## src/rtl/pipeline_ctrl.sv

```systemverilog
// Pipeline sequencing for the five-stage core: stage enables/clears,
// debug execution-mode FSM and saturating performance counters.
module pipeline_ctrl #(
    parameter int CNT_W = 32
) (
    input  logic             clk,
    input  logic             reset,
    input  logic             stall_req,
    input  logic             branch_taken,
    input  logic             halt_instr_wb,
    input  logic             run_cmd,
    input  logic             step_cmd,
    input  logic             halt_cmd,
    output logic             enF,
    output logic             enD,
    output logic             enE,
    output logic             enM,
    output logic             enWB,
    output logic             clrD,
    output logic             clrE,
    output logic             running,
    output logic             done,
    output logic [CNT_W-1:0] cycle_cnt,
    output logic [CNT_W-1:0] stall_cnt,
    output logic [CNT_W-1:0] flush_cnt
);

    typedef enum logic [1:0] {
        HALTED = 2'd0,
        RUN    = 2'd1,
        STEP   = 2'd2,
        DONE   = 2'd3
    } state_e;

    state_e           state_q, state_d;
    logic             rel_q;
    logic [CNT_W-1:0] cyc_q, cyc_d;
    logic [CNT_W-1:0] stl_q, stl_d;
    logic [CNT_W-1:0] fls_q, fls_d;
    logic             active, adv, hcyc;

    // rel_q masks commands during the first cycle after reset release
    always_ff @(posedge clk or posedge reset) begin
        if (reset) begin
            state_q <= HALTED;
            rel_q   <= 1'b1;
            cyc_q   <= '0;
            stl_q   <= '0;
            fls_q   <= '0;
        end else begin
            state_q <= state_d;
            rel_q   <= 1'b0;
            cyc_q   <= cyc_d;
            stl_q   <= stl_d;
            fls_q   <= fls_d;
        end
    end

    always_comb begin
        state_d = state_q;
        unique case (state_q)
            HALTED: begin
                if (!rel_q) begin
                    if (step_cmd)     state_d = STEP;
                    else if (run_cmd) state_d = RUN;
                end
            end
            RUN: begin
                if (halt_instr_wb) state_d = DONE;
                else if (halt_cmd) state_d = HALTED;
            end
            STEP: begin
                if (halt_instr_wb) state_d = DONE;
                else               state_d = HALTED;
            end
            DONE: state_d = DONE;
            default: state_d = HALTED;
        endcase
    end

    assign active = (state_q == RUN) || (state_q == STEP);
    assign adv    = active & ~halt_instr_wb;
    assign hcyc   = active & halt_instr_wb;

    always_comb begin
        enF  = 1'b0;
        enD  = 1'b0;
        enE  = 1'b0;
        enM  = 1'b0;
        enWB = 1'b0;
        clrD = 1'b0;
        clrE = 1'b0;
        if (adv) begin
            enWB = 1'b1;
            enM  = 1'b1;
            enE  = 1'b1;
            enF  = ~stall_req;
            enD  = ~stall_req;
            clrE = stall_req;
            clrD = branch_taken & ~stall_req;
        end else if (hcyc) begin
            enWB = 1'b1;
        end
    end

    always_comb begin
        cyc_d = cyc_q;
        stl_d = stl_q;
        fls_d = fls_q;
        if ((adv || hcyc) && (cyc_q != '1)) cyc_d = cyc_q + 1'b1;
        if (adv && stall_req && (stl_q != '1)) stl_d = stl_q + 1'b1;
        if (clrD && (fls_q != '1)) fls_d = fls_q + 1'b1;
    end

    assign running   = active;
    assign done      = (state_q == DONE);
    assign cycle_cnt = cyc_q;
    assign stall_cnt = stl_q;
    assign flush_cnt = fls_q;

endmodule

```

## config.mk

```make
export PLATFORM = sky130hd
export DESIGN_NAME = pipeline_ctrl
export DESIGN_NICKNAME = d
export VERILOG_FILES = /design/src/rtl/pipeline_ctrl.sv
export SDC_FILE = /design/constraint.sdc
export NUM_CORES = 1
export LEC_CHECK = 0
export CAP_MARGIN = 20
export CORE_MARGIN = 1
export CORE_UTILIZATION = 52
export CTS_BUF_LIST = sky130_fd_sc_hd__clkbuf_8
export DETAILED_ROUTE_END_ITERATION = 6
export GPL_ROUTABILITY_DRIVEN = 0
export PLACE_DENSITY = 0.89
export REMOVE_ABC_BUFFERS = 1
export SYNTH_ARGS = -nofsm -noshare
export SYNTH_HDL_FRONTEND = slang
export SYNTH_SLANG_ARGS = --single-unit
```

## constraint.sdc

```tcl
create_clock -name clk -period 4.2 [get_ports clk]
set_clock_uncertainty 0.05 [all_clocks]
set_input_delay 0.84 -clock clk [delete_from_list [all_inputs] [get_ports clk]]
set_output_delay 0.84 -clock clk [all_outputs]
set_load 0.03 [all_outputs]
```

# After elaboration in Yosys (flattened, before gate mapping)
# Cells that the tools add are included.
op_classes:
  reduce_logical: 8
  mux: 13
  n_eq_ne: 9
  multipliers: 0
  shift: 0
  n_div: 0
  order_cmp: 0
  n_bitwise: 5
  add_sub_neg: 3
op_table:
  columns: ["op", "n"]
  rows:
  - ["32-bit by 1-bit adder with 32-bit output, second input constant", 3]
  - ["32-bit != test, second input constant", 3]
  - ["2-bit 2-to-1 mux", 6]
  - ["2-bit one-hot mux with 4 select lines", 1]
  - ["1-bit 2-to-1 mux", 6]
  - ["3-bit != test, second input constant", 2]
  - ["2-bit equality test, second input constant", 2]
  - ["1-bit logical AND", 4]
  - ["1-bit AND", 3]
  - ["3-bit AND reduction", 1]
  - ["2-bit by 1-bit equality test with 1-bit output, second input constant", 1]
  - ["2-bit zero test", 1]
  - ["1-bit logical OR", 2]
  - ["2-bit != test, second input constant", 1]
  - ["1-bit NOT", 2]
word_totals:
  latch_bits: 0
  ff_bits: 99
  rom_bits: 0
  n_memories: 0
  mem_bits_rw: 0
  word_cells: 43
  input_bits: 8

# Logic depth before layout (Yosys ltp)
# Gate-level depths: netlist (run 1).
logic_depth:
  depth_word: 5
  mapped_depth: 9
  mapped_depth_nobuf: 9

# Least setup slack after synthesis (run 1)
# No wires, ideal clock.
synth_path:
  path_type: "register -> output"
  startpoint: "reg state_q[0]"
  endpoint: "out enF"
  stages_incl_launch_ff: 6
  path_buffers: 1
  t_arrival_ns: 2.411
  slack_ns: 0.899
  path_cell_list: "dfrtp_1 > inv_1 > ha_1 > nor2b_1 > nor2b_1 > buf_4"
synth_between:
  elab_chain_len: 4
synth_lines:
  columns: ["element", "line", "rtl"]
  rows:
  - ["start, declared", "35", "state_e state_q, state_d;"]
  - ["start signal, assigned", "51", "state_q <= state_d;"]
  - ["2-bit by 1-bit equality test with 1-bit output / 2-bit equality test (equally long branches)", "81", "assign active = (state_q == RUN) || (state_q == STEP);"]
  - ["1-bit logical OR *", "81", null]
  - ["via running", "21", "output logic running,"]
  - ["1-bit AND *", "82", "assign adv = active & ~halt_instr_wb;"]
  - ["1-bit 2-to-1 mux *", null, null]
  - ["end, declared", "14", "output logic enF,"]
# The timed path passes the listed nets; every way through them passes the cells marked *.

# Worst setup path in the final report (run 1)
layout_path:
  startpoint: "in halt_instr_wb"
  endpoint: "out clrE"
layout_between:
  elab_chain_len: 3
layout_lines:
  columns: ["element", "line", "rtl"]
  rows:
  - ["start, declared", "10", "input logic halt_instr_wb,"]
  - ["1-bit NOT", "82", null]
  - ["1-bit AND", "82", null]
  - ["1-bit 2-to-1 mux", "93", "if (adv) begin"]
  - ["end, declared", "20", "output logic clrE,"]
# Every way passes these cells.

==> metrics.csv, run 1 <==
stage;metric;value;unit
outcome;status;finished clean;
final_layout;Synth-to-Final Area Change;28.6;%
yosys;most common library cells after synthesis;dfrtp_1 (98), xor2_1 (66), nand3_1 (47);
yosys;Post-synth EDFFs;0;
floorplanning;Row Count;35;
sta;f_max;0.287;GHz
floorplanning;Die Y;100;um
yosys;library cells used by synthesis;50;
clocking;Post-CTS Setup Bufs;0;
pwr;PD cells;415;nW/um2
global_routing;initial antenna violation count;0;
sta;Final Hold Violating Endpoints;0;
yosys;flops & latches, synth;99;
floorplanning;Die X-Extent;100;um
floorplanning;Core ar.;9280;um2
detailed_routing;top routing layer used;met4;
yosys;Syn. warnings;0;
yosys;Main synth FF type;dfrtp_1;
sta;endpoints failing setup;0;
global_routing;largest net degree at the start of global routing;63;
worst_setup_path;Worst R2R Path Depth;4;
sta;Final Hold Slack;441;ps
pwr;Peak VDD IR;310;uV
yosys;Avg Synthesized Cell Area;10.4;um2
yosys;count leader, synth;dfrtp_1;
global_routing;global route overflow;0;
clocking;post-CTS sizing;0;
detailed_routing;number of routed nets with antenna violations;0;
detailed_routing;via count;4163;
place;dpl cells;711;
floorplanning;area of the die;10000;um2
pwr;power consumption;2.67;mW
worst_setup_path;crit-path max FO;10;
detailed_routing;Routed WL per cell;16.2;um
clocking;H-tree levels;3;
sta;max-slew violations;0;
worst_setup_path;Critical Path Source Type;input port;
detailed_routing;metal2 WL;5770;um
detailed_routing;initial DRC count;177;
yosys;Synth Instances;481;
clocking;Max Root-Sink Buffers;2;
clocking;CTS Hold Bufs;0;
min_path;hold depth;1;
clocking;CTS tree;built;
worst_setup_path;CP required;3310;ps
place;DPL Wire Length;8450;um
yosys;Mapped Area;5010;um2
detailed_routing;Vias/cell;5.73;
detailed_routing;DRT Pass-1 Iters;5;
yosys;sequential area share after synthesis;49.5;%
detailed_routing;Post-Route WL;11700;um
clocking;CTS sink count;99;
sta;Final min period;3490;ps
detailed_routing;met1 wire length;5060;um
final_layout;share of post-route cells with drive strength above 1;6.87;%
job;max_cap viols;0;
sta;RSZ-0062 raised after global routing;false;
final_layout;Nets;607;
worst_setup_path;critical path type;in -> out;
pwr;Lkg Pwr;2.94;nW
global_routing;number of global-route vias before repair;3981;
final_layout;final core utilization;69.4;%
floorplanning;Starting Density;53.9;%
worst_setup_path;CP Capture Type;output port;
final_layout;post-route non-filler standard cell count;726;
sta;period utilization;83.0;%
min_path;Hold WC Path Type;reg -> reg;
clocking;Clock transition at path regs;100;ps
floorplanning;I/O pins;113;
yosys;Synth top area share;49.0;%
place;# port buffers;112;
global_routing;first-pass GRT wire length;19500;um
clocking;Clock Root Buffer;clkbuf_8;
detailed_routing;wire length on met3;728;um
global_routing;total global routing track utilization;24.5;%
sta;Worst-Margin Slew;785;ps
final_layout;Diodes inserted;0;
sta;setup TNS;0;ps
clocking;cts bufs inserted;9;
clocking;clock latency on the worst-skew pair;360;ps
worst_setup_path;worst path arrival time;2600;ps
yosys;leading post-synthesis cells by cell area;dfrtp_1 (49%), xor2_1 (12%), nand3_1 (4.7%);
yosys;asr flop ratio synth;100;%
final_layout;FILL cells;711;
yosys;Yosys top cell by area;dfrtp_1;
detailed_routing;# DRC;0;
sta;Slew headroom;47.3;%
layout make-up:
class	count	area, um2	area share (%)
clock buffers	10	138	2.14
repair buffers	115	1140	17.8
clock inverters	5	63.8	0.991
inverters	13	51.3	0.797
well taps	129	161	2.51
flip-flops and latches	99	2480	38.5
multi-input cells	355	2400	37.3
where the power goes:
group	switching, mW	internal, mW	leakage, nW
registers	0.125	1.04	1.33
clock network	0.323	0.292	0.0985
logic	0.546	0.344	1.51
total	0.993	1.68	2.94
logic make-up (layout without fill, tap and decap cells):
kind of cell               Yosys count  after routing  share of synthesized area [%]
buffers and inverters               27            143                           2.50
other                                1              1                         0.0749
DFF                                 99             99                           49.5
AOI/OAI and AO/OA                   18             18                           2.80
adders and majority gates            6              6                           1.50
muxes                                7              7                           1.55
xor gates and xnor gates            86             86                           15.0
and+or+nand+nor                    237            237                           27.0
path summary, 6_finish.rpt:
kind | from | to | slack [ps]
setup / recovery | halt_instr_wb | clrE | 710
hold / removal | stall_cnt[23] | stall_cnt[23] | 440
setup reg to reg | cycle_cnt[14] | cycle_cnt[1] | 1670
hold reg to reg | stall_cnt[23] | stall_cnt[23] | 440
max in group asynchronous | reset | cycle_cnt[1] | 2390
min in group asynchronous | reset | stall_cnt[1] | 910
per-stage QoR:
stage / area (um2) / worst slack, ps
global placement: 6240 / 724
detailed placement: 6240 / 718
global route: 6440 / 551
CTS: 6440 / 693
finish: 6440 / 714
floorplan: 4930 / 235
worst max-delay path, cell delays in order:
cell and delay (ps):
clkdlybuf4s50_1 450, nor2b_1 280, nand2_1 130, clkinv_1 180, clkdlybuf4s50_1 710
metal layers:
metal	up-vias	GRT usage, %
li1	1939	-
met1	2043	32.4
met2	161	40.6
met3	20	4.46
met4	0	9.14
met5	-	0
cell usage in the layout (no fill, tap or decap), types with 2 or more instances in the layout:
cell type / n
clkdlybuf4s50_1: 112
dfrtp_1: 98
xor2_1: 66
nand3_1: 47
nand2_1: 37
nor3_1: 32
nor2_1: 27
nor4_1: 25
xnor2_1: 20
nand4_1: 18
inv_1: 11
and3_1: 10
clkbuf_8: 10
and4_1: 9
o21ai_0: 6
ha_1: 6
or3_1: 5
mux2_2: 5
a21oi_1: 4
nor3b_1: 3
nor4b_1: 3
clkinv_4: 3
buf_4: 3
o311ai_2: 2
or2_2: 2
and4_4: 2
a211oi_1: 2
and2_1: 2
nand2b_1: 2
nor2b_1: 2
sequential cells by signal, indices dropped and copies added, names as in the netlist:
name       flops
cycle_cnt     32
flush_cnt     32
stall_cnt     32
state_q        2
rel_q          1
Note: power is estimated with default switching activity, not from simulation.
==> run 2: changes to the inputs <==
==> constraint.sdc (replaced) <==
create_clock -name clk -period 3.3 [get_ports clk]
set_clock_uncertainty 0.05 [all_clocks]
set_input_delay 0.66 -clock clk [delete_from_list [all_inputs] [get_ports clk]]
set_output_delay 0.66 -clock clk [all_outputs]
set_load 0.03 [all_outputs]
==> run 2 against run 1 <==
  * Hold slack better by 3.4 ps
  * Core utilization is 0.34 points higher
  * Critical path depth stayed put
  * Flip-flop and latch count stayed put
  * Cell area is 0.49% higher
  * Final cell count is 0.41% higher
  * Via count is 0.60% lower
  * Die area stayed put
  * Power is 29% higher
  * Sequential share of layout area is 0.19 points lower
  * Routed wire length is 0.43% lower
  * Combinational power is 29% higher
  * Largest cell class unchanged
==> metrics.csv, run 2 (same netlist as run 1, synthesis figures left out) <==
stage;metric;value;unit;change
outcome;status;finished clean;;
floorplanning;area of the die;10000;um2;unchanged
sta;Slew headroom;49.1;%;+1.8 points
detailed_routing;number of routed nets with antenna violations;0;;unchanged
clocking;clock latency on the worst-skew pair;360;ps;about the same
clocking;H-tree levels;3;;unchanged
sta;Final Hold Slack;444;ps;+3.42 ps
final_layout;Nets;609;;+0.33%
clocking;Post-CTS Setup Bufs;0;;unchanged
min_path;Hold WC Path Type;reg -> reg;;
final_layout;most frequent cells in the layout;clkdlybuf4s50_1 (111), dfrtp_1 (98), xor2_1 (66);;
pwr;PD cells;533;nW/um2;+29%
place;# port buffers;112;;unchanged
sta;Final min period;3140;ps;
worst_setup_path;reg-to-reg critical path startpoint;state_q[0];;
min_path;Hold Path Sink;stall_cnt[6];;
worst_setup_path;CP required;2590;ps;-720 ps
worst_setup_path;critical path type;reg -> out;;
final_layout;Synth-to-Final Area Change;29.2;%;
sta;endpoints failing setup;0;;unchanged
worst_setup_path;Critical Path Source Type;register;;
clocking;Clock Root Buffer;clkbuf_8;;
global_routing;total global routing track utilization;24.2;%;-0.32 points
clocking;CTS Hold Bufs;0;;unchanged
worst_setup_path;CP Capture Type;output port;;
worst_setup_path;crit path launch;state_q[0];;
detailed_routing;DRT Pass-1 Iters;4;;-1
floorplanning;Die X-Extent;100;um;unchanged
pwr;Peak VDD IR;365;uV;+18%
clocking;cts bufs inserted;9;;unchanged
sta;Final Hold Violating Endpoints;0;;unchanged
floorplanning;Row Count;35;;unchanged
global_routing;global route overflow;0;;unchanged
floorplanning;Die Y;100;um;unchanged
pwr;power consumption;3.45;mW;+29%
clocking;CTS tree;built;;
pwr;Lkg Pwr;2.97;nW;+0.89%
sta;RSZ-0062 raised after global routing;false;;
worst_setup_path;Worst R2R Setup Slack;760;ps;-910 ps
worst_setup_path;r2r endpoint;stall_cnt[28];;
job;max_cap viols;0;;unchanged
detailed_routing;Routed WL per cell;16.0;um;-0.84%
detailed_routing;Post-Route WL;11700;um;-0.43%
clocking;CTS sink count;99;;unchanged
global_routing;number of global-route vias before repair;4061;;+2.0%
floorplanning;Core ar.;9280;um2;unchanged
floorplanning;I/O pins;113;;unchanged
floorplanning;Starting Density;53.9;%;unchanged
final_layout;share of post-route cells with drive strength above 1;7.50;%;+0.63 points
final_layout;commonest non-fill, non-tap cell in the layout;clkdlybuf4s50_1;;
global_routing;first-pass GRT wire length;19200;um;-1.5%
sta;Worst-Margin Slew;763;ps;-21.8 ps
sta;max-slew violations;0;;unchanged
place;DPL Wire Length;8520;um;+0.85%
clocking;Clock transition at path regs;100;ps;about the same
clocking;Max Root-Sink Buffers;2;;unchanged
worst_setup_path;Worst R2R Path Depth;10;;+6
final_layout;Diodes inserted;0;;unchanged
worst_setup_path;crit-path max FO;7;;-3
detailed_routing;initial DRC count;207;;+17%
min_path;hold depth;1;;unchanged
detailed_routing;Vias/cell;5.68;;-1.0%
worst_setup_path;worst path arrival time;2430;ps;-170 ps
sta;period utilization;95.1;%;
sta;f_max;0.319;GHz;
clocking;post-CTS sizing;0;;unchanged
global_routing;initial antenna violation count;0;;unchanged
global_routing;largest net degree at the start of global routing;46;;-27%
detailed_routing;via count;4138;;-0.60%
min_path;HP Start;stall_cnt[6];;
detailed_routing;# DRC;0;;unchanged
[run 2: where the power goes]
| group | leakage [nW] | internal, mW | switching [mW] |
|---|---|---|---|
| sequential | 1.33 | 1.33 | 0.161 |
| combinational | 1.53 | 0.446 | 0.700 |
| clock | 0.108 | 0.366 | 0.450 |
| total | 2.97 | 2.14 | 1.31 |
[run 2: layout make-up]
class                           count  area (um2)
Fill cell                         743        2810
Sequential cell                    99        2480
Multi-Input combinational cell    355        2400
Timing Repair Buffer              117        1170
Tap cell                          129         161
Clock buffer                        9         124
Clock inverter                      7        83.8
Inverter                           13        51.3
[run 2: stage by stage]
step | instances | TNS [ps] | worst slack [ps] | area (um2) | util [%]
finish | 729 | 0 | 161 | 6470 | 69.7
global route | 729 | 0 | 50.6 | 6470 | 69.7
floorplan | 467 | -7210 | -665 | 4930 | -
detailed placement | 713 | 0 | 320 | 6260 | 67.5
CTS | 729 | 0 | 157 | 6470 | 69.7
global placement | 713 | 0 | 331 | 6260 | 67.5
[run 2: worst max-delay path by stage]
stage,slack (ps),cells after the start,endpoint
after floorplan,-660,9,stall_cnt[26]
after global placement,330,3,clrD
after detailed placement,320,3,clrD
after CTS,160,5,enF
after global routing,50,5,enF
final,160,5,enF
[run 2: critical path, stage by stage, from the launching register on]
cell	delay, ps
dfrtp_1	390
inv_1	70
ha_1	470
nor2b_1	210
nor2b_1	220
clkdlybuf4s50_1	710
[run 2: routing by layer]
| metal | global-route usage [%] | routed length [um] | vias to the layer above | share of wire (%) |
|---|---|---|---|---|
| met3 | 3.97 | 762 | 21 | 6.5 |
| li1 | - | - | 1943 | - |
| met1 | 30.7 | 5010 | 2017 | 43 |
| met4 | 9.48 | 219 | 0 | 1.9 |
| met2 | 41.6 | 5710 | 157 | 49 |
| met5 | 0 | 0 | - | 0 |
